$ cat config.mk
export PLATFORM = sky130hd
export DESIGN_NAME = bin_to_bcd_seq_flat
export DESIGN_NICKNAME = d
export VERILOG_FILES = /design/src/rtl/seven_led_pkg.sv /design/src/rtl/bin_to_bcd_seq_if.sv /design/src/rtl/dd_digit_adj.sv /design/src/rtl/bin_to_bcd_seq.sv /design/src/flat_wrapper.sv
export SDC_FILE = /design/constraint.sdc
export NUM_CORES = 1
export LEC_CHECK = 0
export BUFFER_PORTS_ARGS = -buffer_cell sky130_fd_sc_hd__buf_2
export CORE_ASPECT_RATIO = 1.1
export CORE_MARGIN = 4
export CORE_UTILIZATION = 55
export CTS_CLUSTER_SIZE = 8
export DETAILED_ROUTE_END_ITERATION = 8
export GPL_ROUTABILITY_DRIVEN = 0
export MAX_ROUTING_LAYER = met4
export PLACE_DENSITY = 0.87
export SYNTH_ARGS = -nofsm -noshare
export SYNTH_HDL_FRONTEND = slang
export SYNTH_HIERARCHICAL = 1
export SYNTH_SLANG_ARGS = --single-unit
$ cat constraint.sdc
create_clock -name i_clk -period 1.9 [get_ports i_clk]
set_input_delay 0.095 -clock i_clk [delete_from_list [all_inputs] [get_ports i_clk]]
set_output_delay 0.095 -clock i_clk [all_outputs]
set_load 0.05 [all_outputs]
$ cat src/rtl/seven_led_pkg.sv
// Constants and types shared by the binary-to-BCD converter and the seven_led display path.
package seven_led_pkg;
  localparam int NUM_DIGITS = 8;
  localparam int BCD_W      = 4;
  localparam int HEX_W      = 7;
  localparam logic [26:0] MAX_DEC = 27'd99_999_999;

  typedef enum logic {IDLE, CONV} state_t;
endpackage

$ cat src/rtl/bin_to_bcd_seq_if.sv
// Request/result bundle between the IO register (master) and the BCD converter (slave).
interface bin_to_bcd_seq_if #(parameter int DATA_W = 27);
  import seven_led_pkg::*;

  logic              i_valid;
  logic              o_ready;
  logic [DATA_W-1:0] i_data;
  logic              o_valid;
  logic              o_ovf;
  logic [HEX_W-1:0]  o_hex0_o, o_hex1_o, o_hex2_o, o_hex3_o;
  logic [HEX_W-1:0]  o_hex4_o, o_hex5_o, o_hex6_o, o_hex7_o;

  modport master (
    output i_valid, i_data,
    input  o_ready, o_valid, o_ovf,
    input  o_hex0_o, o_hex1_o, o_hex2_o, o_hex3_o,
    input  o_hex4_o, o_hex5_o, o_hex6_o, o_hex7_o
  );

  modport slave (
    input  i_valid, i_data,
    output o_ready, o_valid, o_ovf,
    output o_hex0_o, o_hex1_o, o_hex2_o, o_hex3_o,
    output o_hex4_o, o_hex5_o, o_hex6_o, o_hex7_o
  );
endinterface

$ cat src/rtl/dd_digit_adj.sv
// Double-dabble digit correction: add 3 to a BCD digit that is 5 or more before it is shifted.
module dd_digit_adj (
  input  logic [3:0] din,
  output logic [3:0] dout
);
  assign dout = (din >= 4'd5) ? din + 4'd3 : din;
endmodule

$ cat src/rtl/bin_to_bcd_seq.sv
// Sequential double-dabble converter: one iteration per clock, results held in
// output registers so the displays never see partial digits.
module bin_to_bcd_seq
  import seven_led_pkg::*;
#(
  parameter int DATA_W = 27
) (
  input  logic              i_clk,
  input  logic              i_rst,
  bin_to_bcd_seq_if.slave   bus
);
  localparam int CNT_W = $clog2(DATA_W);
  localparam logic [CNT_W-1:0] LAST = CNT_W'(DATA_W - 1);

  state_t                               state;
  logic [DATA_W-1:0]                    bin_q, bin_nxt;
  logic [NUM_DIGITS-1:0][BCD_W-1:0]     bcd_q, bcd_adj, bcd_nxt, hex_q;
  logic [CNT_W-1:0]                     cnt;
  logic                                 ovf_pend, ovf_q, ready_q, valid_q;

  for (genvar g = 0; g < NUM_DIGITS; g++) begin : g_adj
    dd_digit_adj u_adj (.din(bcd_q[g]), .dout(bcd_adj[g]));
  end

  // Adjust on the pre-shift digits, then shift the whole {bcd, bin} word left.
  assign {bcd_nxt, bin_nxt} = {bcd_adj, bin_q} << 1;

  always_ff @(posedge i_clk) begin
    if (i_rst) begin
      state    <= IDLE;
      bin_q    <= '0;
      bcd_q    <= '0;
      cnt      <= '0;
      ovf_pend <= 1'b0;
      hex_q    <= '0;
      ovf_q    <= 1'b0;
      ready_q  <= 1'b1;
      valid_q  <= 1'b0;
    end else begin
      valid_q <= 1'b0;
      case (state)
        IDLE: begin
          if (bus.i_valid) begin
            // Out-of-range values saturate so every digit stays within 0..9.
            if (bus.i_data > DATA_W'(MAX_DEC)) begin
              bin_q    <= DATA_W'(MAX_DEC);
              ovf_pend <= 1'b1;
            end else begin
              bin_q    <= bus.i_data;
              ovf_pend <= 1'b0;
            end
            bcd_q   <= '0;
            cnt     <= '0;
            ready_q <= 1'b0;
            state   <= CONV;
          end
        end
        CONV: begin
          bcd_q <= bcd_nxt;
          bin_q <= bin_nxt;
          cnt   <= cnt + CNT_W'(1);
          if (cnt == LAST) begin
            hex_q   <= bcd_nxt;
            ovf_q   <= ovf_pend;
            valid_q <= 1'b1;
            ready_q <= 1'b1;
            state   <= IDLE;
          end
        end
        default: state <= IDLE;
      endcase
    end
  end

  assign bus.o_ready  = ready_q;
  assign bus.o_valid  = valid_q;
  assign bus.o_ovf    = ovf_q;
  assign bus.o_hex0_o = {{(HEX_W-BCD_W){1'b0}}, hex_q[0]};
  assign bus.o_hex1_o = {{(HEX_W-BCD_W){1'b0}}, hex_q[1]};
  assign bus.o_hex2_o = {{(HEX_W-BCD_W){1'b0}}, hex_q[2]};
  assign bus.o_hex3_o = {{(HEX_W-BCD_W){1'b0}}, hex_q[3]};
  assign bus.o_hex4_o = {{(HEX_W-BCD_W){1'b0}}, hex_q[4]};
  assign bus.o_hex5_o = {{(HEX_W-BCD_W){1'b0}}, hex_q[5]};
  assign bus.o_hex6_o = {{(HEX_W-BCD_W){1'b0}}, hex_q[6]};
  assign bus.o_hex7_o = {{(HEX_W-BCD_W){1'b0}}, hex_q[7]};
endmodule

$ cat src/flat_wrapper.sv
// flat-port wrapper written by rule: the top's interface ports become plain ports
module bin_to_bcd_seq_flat import seven_led_pkg::*;
#(
  parameter int DATA_W = 27
)
  (i_clk, i_rst, bus_i_valid, bus_i_data, bus_o_ready, bus_o_valid, bus_o_ovf, bus_o_hex0_o, bus_o_hex1_o, bus_o_hex2_o, bus_o_hex3_o, bus_o_hex4_o, bus_o_hex5_o, bus_o_hex6_o, bus_o_hex7_o);
  bin_to_bcd_seq_if #(.DATA_W(DATA_W)) bus_i ();
  input  logic i_clk;
  input  logic i_rst;
  input wire logic [$bits(bus_i.i_valid)-1:0] bus_i_valid;
  input wire logic [$bits(bus_i.i_data)-1:0] bus_i_data;
  output wire logic [$bits(bus_i.o_ready)-1:0] bus_o_ready;
  output wire logic [$bits(bus_i.o_valid)-1:0] bus_o_valid;
  output wire logic [$bits(bus_i.o_ovf)-1:0] bus_o_ovf;
  output wire logic [$bits(bus_i.o_hex0_o)-1:0] bus_o_hex0_o;
  output wire logic [$bits(bus_i.o_hex1_o)-1:0] bus_o_hex1_o;
  output wire logic [$bits(bus_i.o_hex2_o)-1:0] bus_o_hex2_o;
  output wire logic [$bits(bus_i.o_hex3_o)-1:0] bus_o_hex3_o;
  output wire logic [$bits(bus_i.o_hex4_o)-1:0] bus_o_hex4_o;
  output wire logic [$bits(bus_i.o_hex5_o)-1:0] bus_o_hex5_o;
  output wire logic [$bits(bus_i.o_hex6_o)-1:0] bus_o_hex6_o;
  output wire logic [$bits(bus_i.o_hex7_o)-1:0] bus_o_hex7_o;
  assign bus_i.i_valid = bus_i_valid;
  assign bus_i.i_data = bus_i_data;
  assign bus_o_ready = bus_i.o_ready;
  assign bus_o_valid = bus_i.o_valid;
  assign bus_o_ovf = bus_i.o_ovf;
  assign bus_o_hex0_o = bus_i.o_hex0_o;
  assign bus_o_hex1_o = bus_i.o_hex1_o;
  assign bus_o_hex2_o = bus_i.o_hex2_o;
  assign bus_o_hex3_o = bus_i.o_hex3_o;
  assign bus_o_hex4_o = bus_i.o_hex4_o;
  assign bus_o_hex5_o = bus_i.o_hex5_o;
  assign bus_o_hex6_o = bus_i.o_hex6_o;
  assign bus_o_hex7_o = bus_i.o_hex7_o;
  bin_to_bcd_seq #(.DATA_W(DATA_W)) u_core (.i_clk(i_clk), .i_rst(i_rst), .bus(bus_i));
endmodule
==> qor.yml, run 1 <==
crit_buf_inv: 2
regMostFlops: "u_core/bcd_q"
cp_slowest_cell: "buf_12"
cts.sinks: 101
h-tree-depth: 3
cp_max_fo: 130
rrSetupSlack_ps: 140
final_cells: 833
finalSetupViolCount: 0
tightestPinTransition_ps: 697.8
finalPower_mw: 3.993
drv_cap: 0
required_ps: 2190
hpwlAfterDp_um: 7456
hold_path.class: "primary input to flop"
grt_overflow: 0
report.final.slew_viol_count: 0
drt_first_pass_iters: 5
cts_max_path_buffers: 2
setup-tns-final_ps: 0
critPathTopFamily: "buffers and inverters"
r2r_start: "u_core/state"
reg_top3: "u_core/bcd_q x32, u_core/bin_q x27, u_core/cnt x5"
clockPowerShare_pct: 33.4
drive_above_1_share_pct: 14.46
drc: 0
viasPerCell: 5.472
holdPathEnd: "u_core/bin_q[17]"
timing.fmax_mhz: 567.5
design.core.area_mm2: 0.008964
slew_headroom_pct: 53.48
numCtsBuffers: 9
io_pins: 89
pre_cts_ws_ps: 14.62
syn_area_per_cell_um2: 7.845
antenna_left: 0
die_area_mm2: 0.01089
switching_share_pct: 26.55
root_buffer: "clkbuf_8"
leakage_nw: 2.424
antenna_cells: 0
slowest_delay_ps: 400
wirelength_um: 11420
rsz0062_at_grt: "no"
worst_r2r_path_depth: 5
power_density_mw_per_mm2: 685.4
area_growth_pct: 14.06
fin_crit_ps: 1762
arrival_ps: 2060
grt_max_degree: 131
start_kind: "flop"
hold_ws_ps: 21.50
synth_area_mm2: 0.005107
comb_power_share_pct: 11.6
yosys_warnings: 6
path_clk_slew_ps: 90
path_cells: "buf_12 > and4_1 > buf_4 > nand2_1 > a21oi_1"
num_rows: 36
grt_pass1_wl_um: 18940
die_y_um: 109.1
grt_pass1_vias: 4279
ir_drop_uv: 368.0
cts_tree: "built"
numPlacedInstances: 797
cp-end-kind: "flop"
finalWorstSetupSlack_ps: 137.9
start_util_pct: 56.98
period_share_pct: 92.74
criticalPathCategory: "flop to flop"
post_drt_wl_per_cell_um: 13.71
clock_latency_ps: 370
die_x_um: 99.88
antenna_found_initial: 0
hold_viol: 0
min_path_cells: 3
crit_path_start: "u_core/state"
io_buffers: 64
power.internal_mw: 2.933
synth_cells: 651
nets: 762
seqPwrFrac_pct: 55.0
largest_register_ffs: 32
grt_usage_pct: 21.73
status: "complete, no violations"
drt-initial-drc-count: 289
hp-start: "bus_i_data[17]"
p_switching_mw: 1.060
fin_skew_ps: 8.699
reg2reg_to: "u_core/bus.o_hex1_o[1]"
vias: 4558
==> power by group through the flow <==
stage | Sequential [mW] | Clock, mW | Combinational [mW]
after global placement | 2.24 | 0 | 0.403
after floorplan | 2.24 | 0 | 0.356
after detailed placement | 2.25 | 0 | 0.415
final | 2.20 | 1.33 | 0.461
after global routing | 2.20 | 1.44 | 0.497
after CTS | 2.20 | 1.35 | 0.447
==> metrics by stage <==
stage	instance area [µm²]	util [%]
2_1_floorplan	5194	-
3_3_place_gp	5426	60.54
3_5_place_dp	5426	60.54
4_1_cts	5824	64.98
5_1_grt	5826	64.99
6_report	5826	64.99
==> cell usage in the layout, fill, tap and decap left out, types with 2 or more instances in the layout <==
cell,count
dfxtp_1,100
clkinvlp_4,2
clkbuf_8,13
nand2_1,98
o31ai_1,3
inv_1,40
nor3b_1,40
buf_2,64
nor2b_1,2
buf_4,11
o311ai_0,14
mux2i_1,9
o21ai_0,8
or3_1,2
xnor2_1,10
nand2b_1,31
dlygate4sd3_1,20
a21oi_2,8
a21oi_1,89
nor2_1,54
a41o_1,3
o21ai_1,7
nand3_1,4
buf_12,2
nor3_1,6
ha_1,18
conb_1,24
o211ai_1,4
nand4_1,2
a31oi_1,17
==> per-layer routing <==
metal  wire [µm]  vias to the layer above  share of wire (%)  track usage [%]
met5           0                        -                  0                -
met4         212                        0                1.9            7.220
met3         652                       24                5.7            4.734
met2        5846                      145                 51            37.99
met1        4710                     2108                 41            24.63
li1            -                     2281                  -                -
==> how the worst max path moves through the flow <==
| stage | to | depth (start not counted) |
|---|---|---|
| 2_1_floorplan | u_core/bin_q[10] | 6 |
| 3_3_place_gp | u_core/bin_q[7] | 6 |
| 3_5_place_dp | u_core/bin_q[7] | 6 |
| 4_1_cts | u_core/bin_q[7] | 7 |
| 5_1_grt | u_core/bus.o_hex1_o[2] | 5 |
| 6_report | u_core/bus.o_hex1_o[1] | 5 |
==> layout make-up <==
type	instances	area, µm²
multi-input combinational	465	2666
tap	114	142.6
sequential	101	2026
inverter	40	150.1
timing repair buffer	97	643.1
clock buffer	14	182.7
clock inverter	2	15.01
fill	765	3138
==> timing repair <==
item | 4_1_cts | 5_1_grt
endpoints found under the hold margin | 20 | 0
hold buffers | 20 | 0
endpoints found under the setup margin | 0 | 2
setup buffers | 0 | 0
gates resized for setup | 0 | 1
==> worst reg2reg max path, cell delays in order, from the launching register on <==
cell	delay, ps
dfxtp_4	370
buf_12	410
and4_1	290
buf_4	340
nand2_1	120
a21oi_1	150
Note: power is estimated with default switching activity, not from simulation.
==> inputs of run 2 (changes only) <==
CTS_BUF_LIST = sky130_fd_sc_hd__clkbuf_4 sky130_fd_sc_hd__clkbuf_8   (was unset)
==> qor.yml, run 2 (synthesized netlist as in run 1, its figures left out) <==
status: "complete, no violations"
grt_overflow: 0  # unchanged
arrival_ps: 2060  # about the same
rsz0062_at_grt: "no"
power_density_mw_per_mm2: 687.2  # +0.26%
hold_path.class: "primary input to flop"
cts_tree: "built"
critPathTopFamily: "buffers and inverters"
slew_headroom_pct: 53.23  # -0.25 points
viasPerCell: 5.453  # -0.35%
drt-initial-drc-count: 290  # +0.35%
grt_max_degree: 131  # unchanged
clock_latency_ps: 370  # about the same
nets: 762  # unchanged
num_rows: 36  # unchanged
root_buffer: "clkbuf_8"
multi_input_area_mm2: 0.002666  # unchanged
switching_share_pct: 26.44  # -0.12 points
fin_util_pct: 65.03  # about the same
path_clk_slew_ps: 90  # about the same
wirelength_um: 11390  # -0.27%
numCtsBuffers: 9  # unchanged
final_cells: 833  # unchanged
final_common_cell: "dfxtp_1"
start_kind: "flop"
drc: 0  # unchanged
start_util_pct: 56.98  # unchanged
fin_skew_ps: 8.063  # -0.6360 ps
drt_first_pass_iters: 5  # unchanged
leakage_nw: 2.427  # +0.14%
die_area_mm2: 0.01089  # unchanged
io_pins: 89  # unchanged
power.internal_mw: 2.947  # +0.49%
tightestPinTransition_ps: 701.5  # +3.740 ps
h-tree-depth: 3  # unchanged
design.core.area_mm2: 0.008964  # unchanged
post_cts_buffers: 0  # unchanged
fin_crit_ps: 1763  # +0.9400 ps
cp_slowest_cell: "buf_12"
path_cells: "buf_12 > and4_1 > buf_4 > nand2_1 > a21oi_1"
die_x_um: 99.88  # unchanged
drive_above_1_share_pct: 14.60  # +0.14 points
clockPowerShare_pct: 33.7  # +0.3 points
layout_common_cells: "dfxtp_1, nand2_1, a21oi_1, buf_2, nor2_1"
largest_register_ffs: 32  # unchanged
cts.sinks: 101  # unchanged
antenna_found_initial: 0  # unchanged
cp-end-kind: "flop"
post_drt_wl_per_cell_um: 13.67  # -0.27%
timing.fmax_mhz: 567.2  # about the same
rrSetupSlack_ps: 140  # about the same
comb_power_share_pct: 11.5  # about the same
seqPwrFrac_pct: 54.8  # -0.2 points
regArea_mm2: 0.002026  # unchanged
grt_pass1_vias: 4279  # unchanged
criticalPathCategory: "flop to flop"
die_y_um: 109.1  # unchanged
report.final.slew_viol_count: 0  # unchanged
p_switching_mw: 1.059  # -0.12%
drv_cap: 0  # unchanged
numPlacedInstances: 797  # unchanged
setup-tns-final_ps: 0  # unchanged
hpwlAfterDp_um: 7456  # unchanged
cp_max_fo: 130  # unchanged
required_ps: 2190  # about the same
reg_top3: "u_core/bcd_q x32, u_core/bin_q x27, u_core/cnt x5"
regMostFlops: "u_core/bcd_q"
finalSetupViolCount: 0  # unchanged
hold_viol: 0  # unchanged
period_share_pct: 92.79  # about the same
antenna_cells: 0  # unchanged
crit_buf_inv: 2  # unchanged
grt_usage_pct: 21.73  # unchanged
cts_max_path_buffers: 2  # unchanged
vias: 4542  # -0.35%
area_growth_pct: 14.14  # about the same
grt_pass1_wl_um: 18940  # unchanged
slowest_delay_ps: 410  # about the same
antenna_left: 0  # unchanged
fill_cells: 763  # -0.26%
ir_drop_uv: 368.0  # about the same
io_buffers: 64  # unchanged
run 2: worst paths after layout:
path,depth (start not counted),from,to
max,5,u_core/state,u_core/bus.o_hex1_o[1]
min,3,bus_i_data[17],u_core/bin_q[17]
max reg2reg,5,u_core/state,u_core/bus.o_hex1_o[1]
min reg2reg,2,u_core/bus.o_hex4_o[2],u_core/bus.o_hex4_o[2]
run 2: layout make-up:
type / count / area share, %
Inverter: 40 / 2.576
Timing Repair Buffer: 97 / 11.03
Sequential cell: 101 / 34.75
Clock inverter: 2 / 0.2576
Clock buffer: 14 / 3.198
Multi-Input combinational cell: 465 / 45.74
Tap cell: 114 / 2.447
run 2: tightest hold or removal path, stage by stage:
cell	delay (ps)
buf_2	110
o211ai_1	80
a21oi_1	60
run 2: through the flow:
| stage | worst slack (ps) | total power, mW | hold slack [ps] | area [µm²] |
|---|---|---|---|---|
| after floorplan | 138.7 | 2.599 | 230.5 | 5194 |
| after global placement | 95.07 | 2.646 | 333.9 | 5426 |
| after detailed placement | 14.62 | 2.661 | 343.5 | 5426 |
| after CTS | 91.93 | 4.011 | 11.95 | 5828 |
| after global routing | 24.79 | 4.158 | 18.70 | 5829 |
| final | 137.0 | 4.006 | 22.06 | 5829 |
run 2: per-layer routing:
layer / vias to the layer above / GRT usage, % / share of wire [%]
met5: - / - / 0
met4: 0 / 7.220 / 1.9
met3: 24 / 4.734 / 5.9
met2: 147 / 37.99 / 51
met1: 2092 / 24.63 / 41
li1: 2279 / - / -
run 2: power groups by stage:
stage	clock (mW)	combinational [mW]	sequential (mW)
5_1_grt	1.46	0.497	2.20
6_report	1.35	0.461	2.20
3_3_place_gp	0	0.403	2.24
2_1_floorplan	0	0.356	2.24
3_5_place_dp	0	0.415	2.25
4_1_cts	1.37	0.447	2.20
run 2: repair_timing:
action | in CTS | in global routing
endpoints found under the hold margin | 20 | 0
hold buffers | 20 | 0
endpoints found under the setup margin | 0 | 2
resized for setup | 0 | 1
